`src/rtl/cache_victim_writeback_pkg.sv`:
```
// Shared definitions for the victim writeback buffer.
//   - Default geometry (depth, line, beat and address widths)
//   - Derived constants: BEATS, BEATBYTES, OFFSETLEN
//   - wb_state_t: drain FSM encoding
//   - vwb_entry_t: one queued victim line at the default geometry
//   - line_offset_bits(): byte-offset width of a line, for parameterised users
package cache_victim_writeback_pkg;

  localparam int unsigned VWB_DEPTH   = 2;
  localparam int unsigned VWB_LINELEN = 512;
  localparam int unsigned VWB_BEATLEN = 64;
  localparam int unsigned VWB_PA_BITS = 56;

  localparam int unsigned BEATS     = VWB_LINELEN / VWB_BEATLEN;
  localparam int unsigned BEATBYTES = VWB_BEATLEN / 8;
  localparam int unsigned OFFSETLEN = $clog2(VWB_LINELEN / 8);

  typedef enum logic {
    IDLE  = 1'b0,
    BURST = 1'b1
  } wb_state_t;

  typedef struct packed {
    logic                   valid;
    logic [VWB_PA_BITS-1:0] adr;
    logic [VWB_LINELEN-1:0] line;
  } vwb_entry_t;

  function automatic int unsigned line_offset_bits(input int unsigned linelen);
    return $clog2(linelen / 8);
  endfunction

endpackage

```
`src/rtl/vwb_entry_ram.sv`:
```
// Entry storage for the victim writeback buffer.
//   clk, reset          : clock, asynchronous active-high reset (clears all entries)
//   wr_en/wr_ptr/...    : write port; stores {valid=1, line-aligned adr, line} at wr_ptr
//   clr_en/clr_ptr      : invalidates the entry at clr_ptr (head pop)
//   rd_ptr/rd_adr/rd_line : read port at head
//   lookup_adr/match    : per-entry valid & line-address compare
//   lines               : all entry lines, present only with VICTIM_WB_FWD_EN
module vwb_entry_ram
  import cache_victim_writeback_pkg::*;
#(
  parameter  int unsigned DEPTH   = VWB_DEPTH,
  parameter  int unsigned LINELEN = VWB_LINELEN,
  parameter  int unsigned PA_BITS = VWB_PA_BITS,
  localparam int unsigned PTRW    = $clog2(DEPTH)
) (
  input  logic               clk,
  input  logic               reset,
  input  logic               wr_en,
  input  logic [PTRW-1:0]    wr_ptr,
  input  logic [PA_BITS-1:0] wr_adr,
  input  logic [LINELEN-1:0] wr_line,
  input  logic               clr_en,
  input  logic [PTRW-1:0]    clr_ptr,
  input  logic [PTRW-1:0]    rd_ptr,
  output logic [PA_BITS-1:0] rd_adr,
  output logic [LINELEN-1:0] rd_line,
  input  logic [PA_BITS-1:0] lookup_adr,
  output logic [DEPTH-1:0]   match
`ifdef VICTIM_WB_FWD_EN
  ,
  output logic [DEPTH-1:0][LINELEN-1:0] lines
`endif
);

  localparam int unsigned OFFW = line_offset_bits(LINELEN);
  localparam logic [PA_BITS-1:0] ADR_MASK = {{(PA_BITS-OFFW){1'b1}}, {OFFW{1'b0}}};

  typedef struct packed {
    logic               valid;
    logic [PA_BITS-1:0] adr;
    logic [LINELEN-1:0] line;
  } entry_t;

  entry_t mem [DEPTH];

  // A push never targets the entry being popped (push is refused when full),
  // so clear and write cannot collide on one index.
  always_ff @(posedge clk or posedge reset) begin
    if (reset) begin
      for (int unsigned i = 0; i < DEPTH; i++) begin
        mem[i] <= '0;
      end
    end else begin
      if (clr_en) begin
        mem[clr_ptr].valid <= 1'b0;
      end
      if (wr_en) begin
        mem[wr_ptr].valid <= 1'b1;
        mem[wr_ptr].adr   <= wr_adr & ADR_MASK;
        mem[wr_ptr].line  <= wr_line;
      end
    end
  end

  assign rd_adr  = mem[rd_ptr].adr;
  assign rd_line = mem[rd_ptr].line;

  always_comb begin
    match = '0;
    for (int unsigned i = 0; i < DEPTH; i++) begin
      match[i] = mem[i].valid && (mem[i].adr == (lookup_adr & ADR_MASK));
    end
  end

`ifdef VICTIM_WB_FWD_EN
  always_comb begin
    lines = '0;
    for (int unsigned i = 0; i < DEPTH; i++) begin
      lines[i] = mem[i].line;
    end
  end
`endif

endmodule

```
`src/rtl/cache_victim_writeback.sv`:
```
// Victim writeback buffer: queues dirty evicted lines and drains each one to
// the bus as BEATS beats under a per-beat req/ack handshake.
//   clk, reset                 : clock, asynchronous active-high reset
//   VictimValid/VictimReady    : eviction push handshake (VictimReady = ~full)
//   VictimAdr, VictimLine      : evicted line address (offset ignored) and data
//   LookupAdr/LookupHit        : combinational "line still pending writeback"
//   LookupData                 : youngest matching line (0 unless forwarding built)
//   BusReq/BusAdr/BusWData/BusLast/BusAck : beat write handshake
//   Drained                    : FIFO empty and drain FSM idle
// Optional feature macro: VICTIM_WB_FWD_EN builds the LookupData forwarding mux.
module cache_victim_writeback
  import cache_victim_writeback_pkg::*;
#(
  parameter int unsigned DEPTH   = VWB_DEPTH,
  parameter int unsigned LINELEN = VWB_LINELEN,
  parameter int unsigned BEATLEN = VWB_BEATLEN,
  parameter int unsigned PA_BITS = VWB_PA_BITS
) (
  input  logic               clk,
  input  logic               reset,
  input  logic               VictimValid,
  output logic               VictimReady,
  input  logic [PA_BITS-1:0] VictimAdr,
  input  logic [LINELEN-1:0] VictimLine,
  input  logic [PA_BITS-1:0] LookupAdr,
  output logic               LookupHit,
  output logic [LINELEN-1:0] LookupData,
  output logic               BusReq,
  output logic [PA_BITS-1:0] BusAdr,
  output logic [BEATLEN-1:0] BusWData,
  output logic               BusLast,
  input  logic               BusAck,
  output logic               Drained
);

  localparam int unsigned NBEATS     = LINELEN / BEATLEN;
  localparam int unsigned NBEATBYTES = BEATLEN / 8;
  localparam int unsigned PTRW       = $clog2(DEPTH);
  localparam int unsigned CW         = $clog2(DEPTH + 1);
  localparam int unsigned BW         = $clog2(NBEATS);

  wb_state_t          state, state_nx;
  logic [PTRW-1:0]    head, tail;
  logic [CW-1:0]      count;
  logic [BW-1:0]      beat, beat_nx;
  logic               full, empty, push, pop, last;
  logic [PA_BITS-1:0] rd_adr;
  logic [LINELEN-1:0] rd_line;
  logic [DEPTH-1:0]   match;
  logic [NBEATS-1:0][BEATLEN-1:0] rd_beats;

  assign full  = (count == CW'(DEPTH));
  assign empty = (count == '0);
  assign push  = VictimValid && !full;
  assign last  = (beat == BW'(NBEATS - 1));
  assign pop   = (state == BURST) && BusAck && last;

`ifdef VICTIM_WB_FWD_EN
  logic [DEPTH-1:0][LINELEN-1:0] ent_lines;
`endif

  vwb_entry_ram #(
    .DEPTH   (DEPTH),
    .LINELEN (LINELEN),
    .PA_BITS (PA_BITS)
  ) u_ram (
    .clk        (clk),
    .reset      (reset),
    .wr_en      (push),
    .wr_ptr     (tail),
    .wr_adr     (VictimAdr),
    .wr_line    (VictimLine),
    .clr_en     (pop),
    .clr_ptr    (head),
    .rd_ptr     (head),
    .rd_adr     (rd_adr),
    .rd_line    (rd_line),
    .lookup_adr (LookupAdr),
    .match      (match)
`ifdef VICTIM_WB_FWD_EN
    ,
    .lines      (ent_lines)
`endif
  );

  always_ff @(posedge clk or posedge reset) begin
    if (reset) begin
      state <= IDLE;
      head  <= '0;
      tail  <= '0;
      count <= '0;
      beat  <= '0;
    end else begin
      state <= state_nx;
      beat  <= beat_nx;
      if (push) tail <= tail + PTRW'(1);
      if (pop)  head <= head + PTRW'(1);
      if (push && !pop)      count <= count + CW'(1);
      else if (pop && !push) count <= count - CW'(1);
    end
  end

  always_comb begin
    state_nx = state;
    beat_nx  = beat;
    case (state)
      IDLE: begin
        if (!empty) begin
          state_nx = BURST;
          beat_nx  = '0;
        end
      end
      BURST: begin
        if (BusAck) begin
          if (last) begin
            state_nx = IDLE;
            beat_nx  = '0;
          end else begin
            beat_nx = beat + BW'(1);
          end
        end
      end
      default: state_nx = IDLE;
    endcase
  end

  assign rd_beats    = rd_line;
  assign BusReq      = (state == BURST);
  assign BusLast     = (state == BURST) && last;
  assign BusAdr      = rd_adr + ((PA_BITS'(beat)) << $clog2(NBEATBYTES));
  assign BusWData    = rd_beats[beat];
  assign VictimReady = !full;
  assign Drained     = empty && (state == IDLE);
  assign LookupHit   = |match;

`ifdef VICTIM_WB_FWD_EN
  // Walk entries oldest to youngest (tail, tail+1, ..., tail-1) so the
  // youngest match overwrites older ones; stale slots never match.
  always_comb begin
    logic [PTRW-1:0] idx;
    idx        = '0;
    LookupData = '0;
    for (int unsigned i = 0; i < DEPTH; i++) begin
      idx = tail + PTRW'(i);
      if (match[idx]) LookupData = ent_lines[idx];
    end
  end
`else
  assign LookupData = '0;
`endif

endmodule

```
`config.mk`:
```
export PLATFORM = sky130hd
export DESIGN_NAME = cache_victim_writeback
export DESIGN_NICKNAME = d
export VERILOG_FILES = /design/src/rtl/cache_victim_writeback_pkg.sv /design/src/rtl/vwb_entry_ram.sv /design/src/rtl/cache_victim_writeback.sv
export SDC_FILE = /design/constraint.sdc
export NUM_CORES = 2
export LEC_CHECK = 0
export ABC_AREA = 1
export ABC_CLOCK_PERIOD_IN_PS = 46700
export CORE_AREA = 4 4 488 490
export CTS_CLUSTER_SIZE = 40
export DETAILED_ROUTE_END_ITERATION = 12
export DIE_AREA = 0 0 492 494
export PLACE_DENSITY = 0.49
export SLEW_MARGIN = 20
export SYNTH_ARGS = -nofsm -noshare
export SYNTH_HDL_FRONTEND = slang
export SYNTH_SLANG_ARGS = --single-unit
```
`constraint.sdc`:
```
create_clock -name clk -period 46.7 [get_ports clk]
set_input_delay 9.34 -clock clk [delete_from_list [all_inputs] [get_ports clk]]
set_output_delay 9.34 -clock clk [all_outputs]
set_load 0.01 [all_outputs]
```
==> metrics <==
hold buffers post-CTS=0; port buffer count=737; worst-skew pair later-pin latency=0.80 ns; post-CTS resize count=0; first-pass GRT wire length=359 mm; post-synth top area cell=dfrtp_1; reg-to-reg endpoint=u_ram.mem[251]; HPWL after DPL=188 mm; fin crit share=45.7%; clock tree root driver cell=clkbuf_16; cell count after synthesis=7252; Ys Warns=0; post-route ant nets=0; final hold vios=0; Post-synth EDFFs=0; Peak VDD IR=44.0 µV; RSZ-0062 raised after global routing=false; largest net degree at the start of global routing=212; MaxCap Viol Count=0; clk sinks=1134; Post-synth top cells=nand2_1, dfrtp_1, o21ai_0; num rows=178; DIE AREA=243000 µm²; status=completed; Seq/Total Area, Yosys=48.6%; synthesis-to-layout area growth=21.7%; Post-CTS Setup Bufs=0; H-tree depth=4; CTS tree=yes; Final Net Count=8386; vias per cell=4.52; syn_area_per_cell=8.05 µm²; clk_skew=0.0270 ns; initial antenna violation count=181; R2R cell count=10; Worst Setup SP=LookupAdr[12]; Yosys reg bits=1134; setup violators final=0; r2r setup slk=40.27 ns; detailed-route DRC error count=0; ys flop type=dfrtp_1; RR Startpoint=count[0]; nature of the critical path endpoint=primary output; Routed WL=261 mm; # IOs=1265; Leak Pwr=32.5 nW; clk buf depth=3; Startpoint Class=primary input; CP Data Required Time=37.36 ns; dominant cell by count in the synthesized netlist=nand2_1; Worst-Margin Slew=1.16 ns; Fmax achieved=0.0469 GHz; fill count=24800; share of post-route cells with drive strength above 1=6.80%; Core Region=234000 µm²; Setup crit end=LookupHit; power density over cell area=73.8 nW/µm²; Worst-path clk slew=0.06 ns; TritonCTS Buffers=143; crit path max fanout=2; Die Ht=494 µm; Tmin final=21.33 ns; Final Power=5.24 mW; Multi-input gate area=24000 µm²; post-synth top area share=48.6%; slew margin rel.=22.9%; Slew Limit Fails=0; Setup TNS=0 ns; vias in the first global route=46900; Worst Path Arrival=11.99 ns; Congestion Overflow GR=0; GRT Total Usage=20.6%; initial core utilization=24.9%; largest cells by area after synthesis=dfrtp_1, nand2_1, o21ai_0, buf_4, mux2_2; Die W=492 µm; drt first pass iters=6; WL/cell=23.6 µm; crit path kind=in -> out; Cell Area, Synth=58400 µm²; FFs w/ async S/R, synth=100%; worst hold margin=0.462 ns; Reg area=28400 µm²; via count=50000; GP Congestion=0.887; synth unique cells=31; Hold Path Class=reg -> reg; DR iter-0 viols=4080
flip-flops by register name, summed over array words and instances (netlist names):
signal	cells
u_ram.mem	1126
beat	3
count	2
BusReq	1
head	1
tail	1
cell type report:
class	count	area share, %
flip-flops and latches	1134	40.0
multi-input cells	5147	33.7
repair buffers	812	11.3
clock buffers	203	5.75
well taps	3150	5.55
inverters	516	2.77
clock inverters	38	0.691
diodes	65	0.229
worst max-delay path: stages:
cell and delay [ns]:
clkdlybuf4s50_1 0.48, xnor2_1 0.60, nand4_1 0.27, nor2_1 0.20
nand2_1 0.11, nor2_1 0.10, nand2_1 0.09, nand2_1 0.09
clkdlybuf4s50_1 0.71
power breakdown:
part	internal (mW)	switching, mW	total, mW
logic	0.797	1.66	2.45
registers	1.46	0.228	1.69
clock network	0.629	0.464	1.09
cells in the final DEF, fill, tap and decap left out, types with 49 or more instances in the layout:
cell,n
dfrtp_1,1130
clkdlybuf4s50_1,737
conb_1,516
o221ai_1,49
o21ai_0,1097
buf_4,67
inv_1,503
nand2_1,2266
clkbuf_16,144
mux2_2,209
nor2_1,248
a21oi_1,322
o211ai_1,67
nand3_1,179
diode_2,65
o21ai_1,67
worst min path at each step:
stage               startpoint              end  cells past startpoint
3_5_place_dp   u_ram.mem[1002]  u_ram.mem[1002]                      2
3_3_place_gp    u_ram.mem[769]   u_ram.mem[769]                      2
6_report        u_ram.mem[799]   u_ram.mem[799]                      2
2_1_floorplan  u_ram.mem[1013]  u_ram.mem[1013]                      2
4_1_cts         u_ram.mem[650]   u_ram.mem[650]                      2
5_1_grt         u_ram.mem[813]   u_ram.mem[813]                      2
cells by family (layout without fill, tap and decap cells):
group	count (synthesis)	count (layout)	share of synthesized area (%)
flops	1134	1134	48.6
other cells	1	581	0.00642
compound gates	1633	1633	14.7
buf+inv	1486	1569	13.7
mux	209	209	4.03
xor+xnor	50	50	0.750
fa+ha+maj	4	4	0.0857
simple gates	2735	2735	18.2
per-stage QoR:
step	worst slack, ns	cells	util, %	area (µm²)
floorplan	5.42	7767	-	60300
detailed placement	25.23	10800	28.3	66300
CTS	25.21	11000	30.3	70900
finish	25.37	11100	30.3	71000
global route	25.32	11000	30.3	70900
global placement	25.19	10800	28.3	66300
per-layer routing:
metal	track usage, %	wire length [µm]	up-vias
met4	8.71	11400	80
met3	5.05	17200	488
met2	36.3	132000	1803
met1	23.7	99200	24300
met5	0	517	-
li1	-	-	23400
Power figures use the tool's default switching activity.
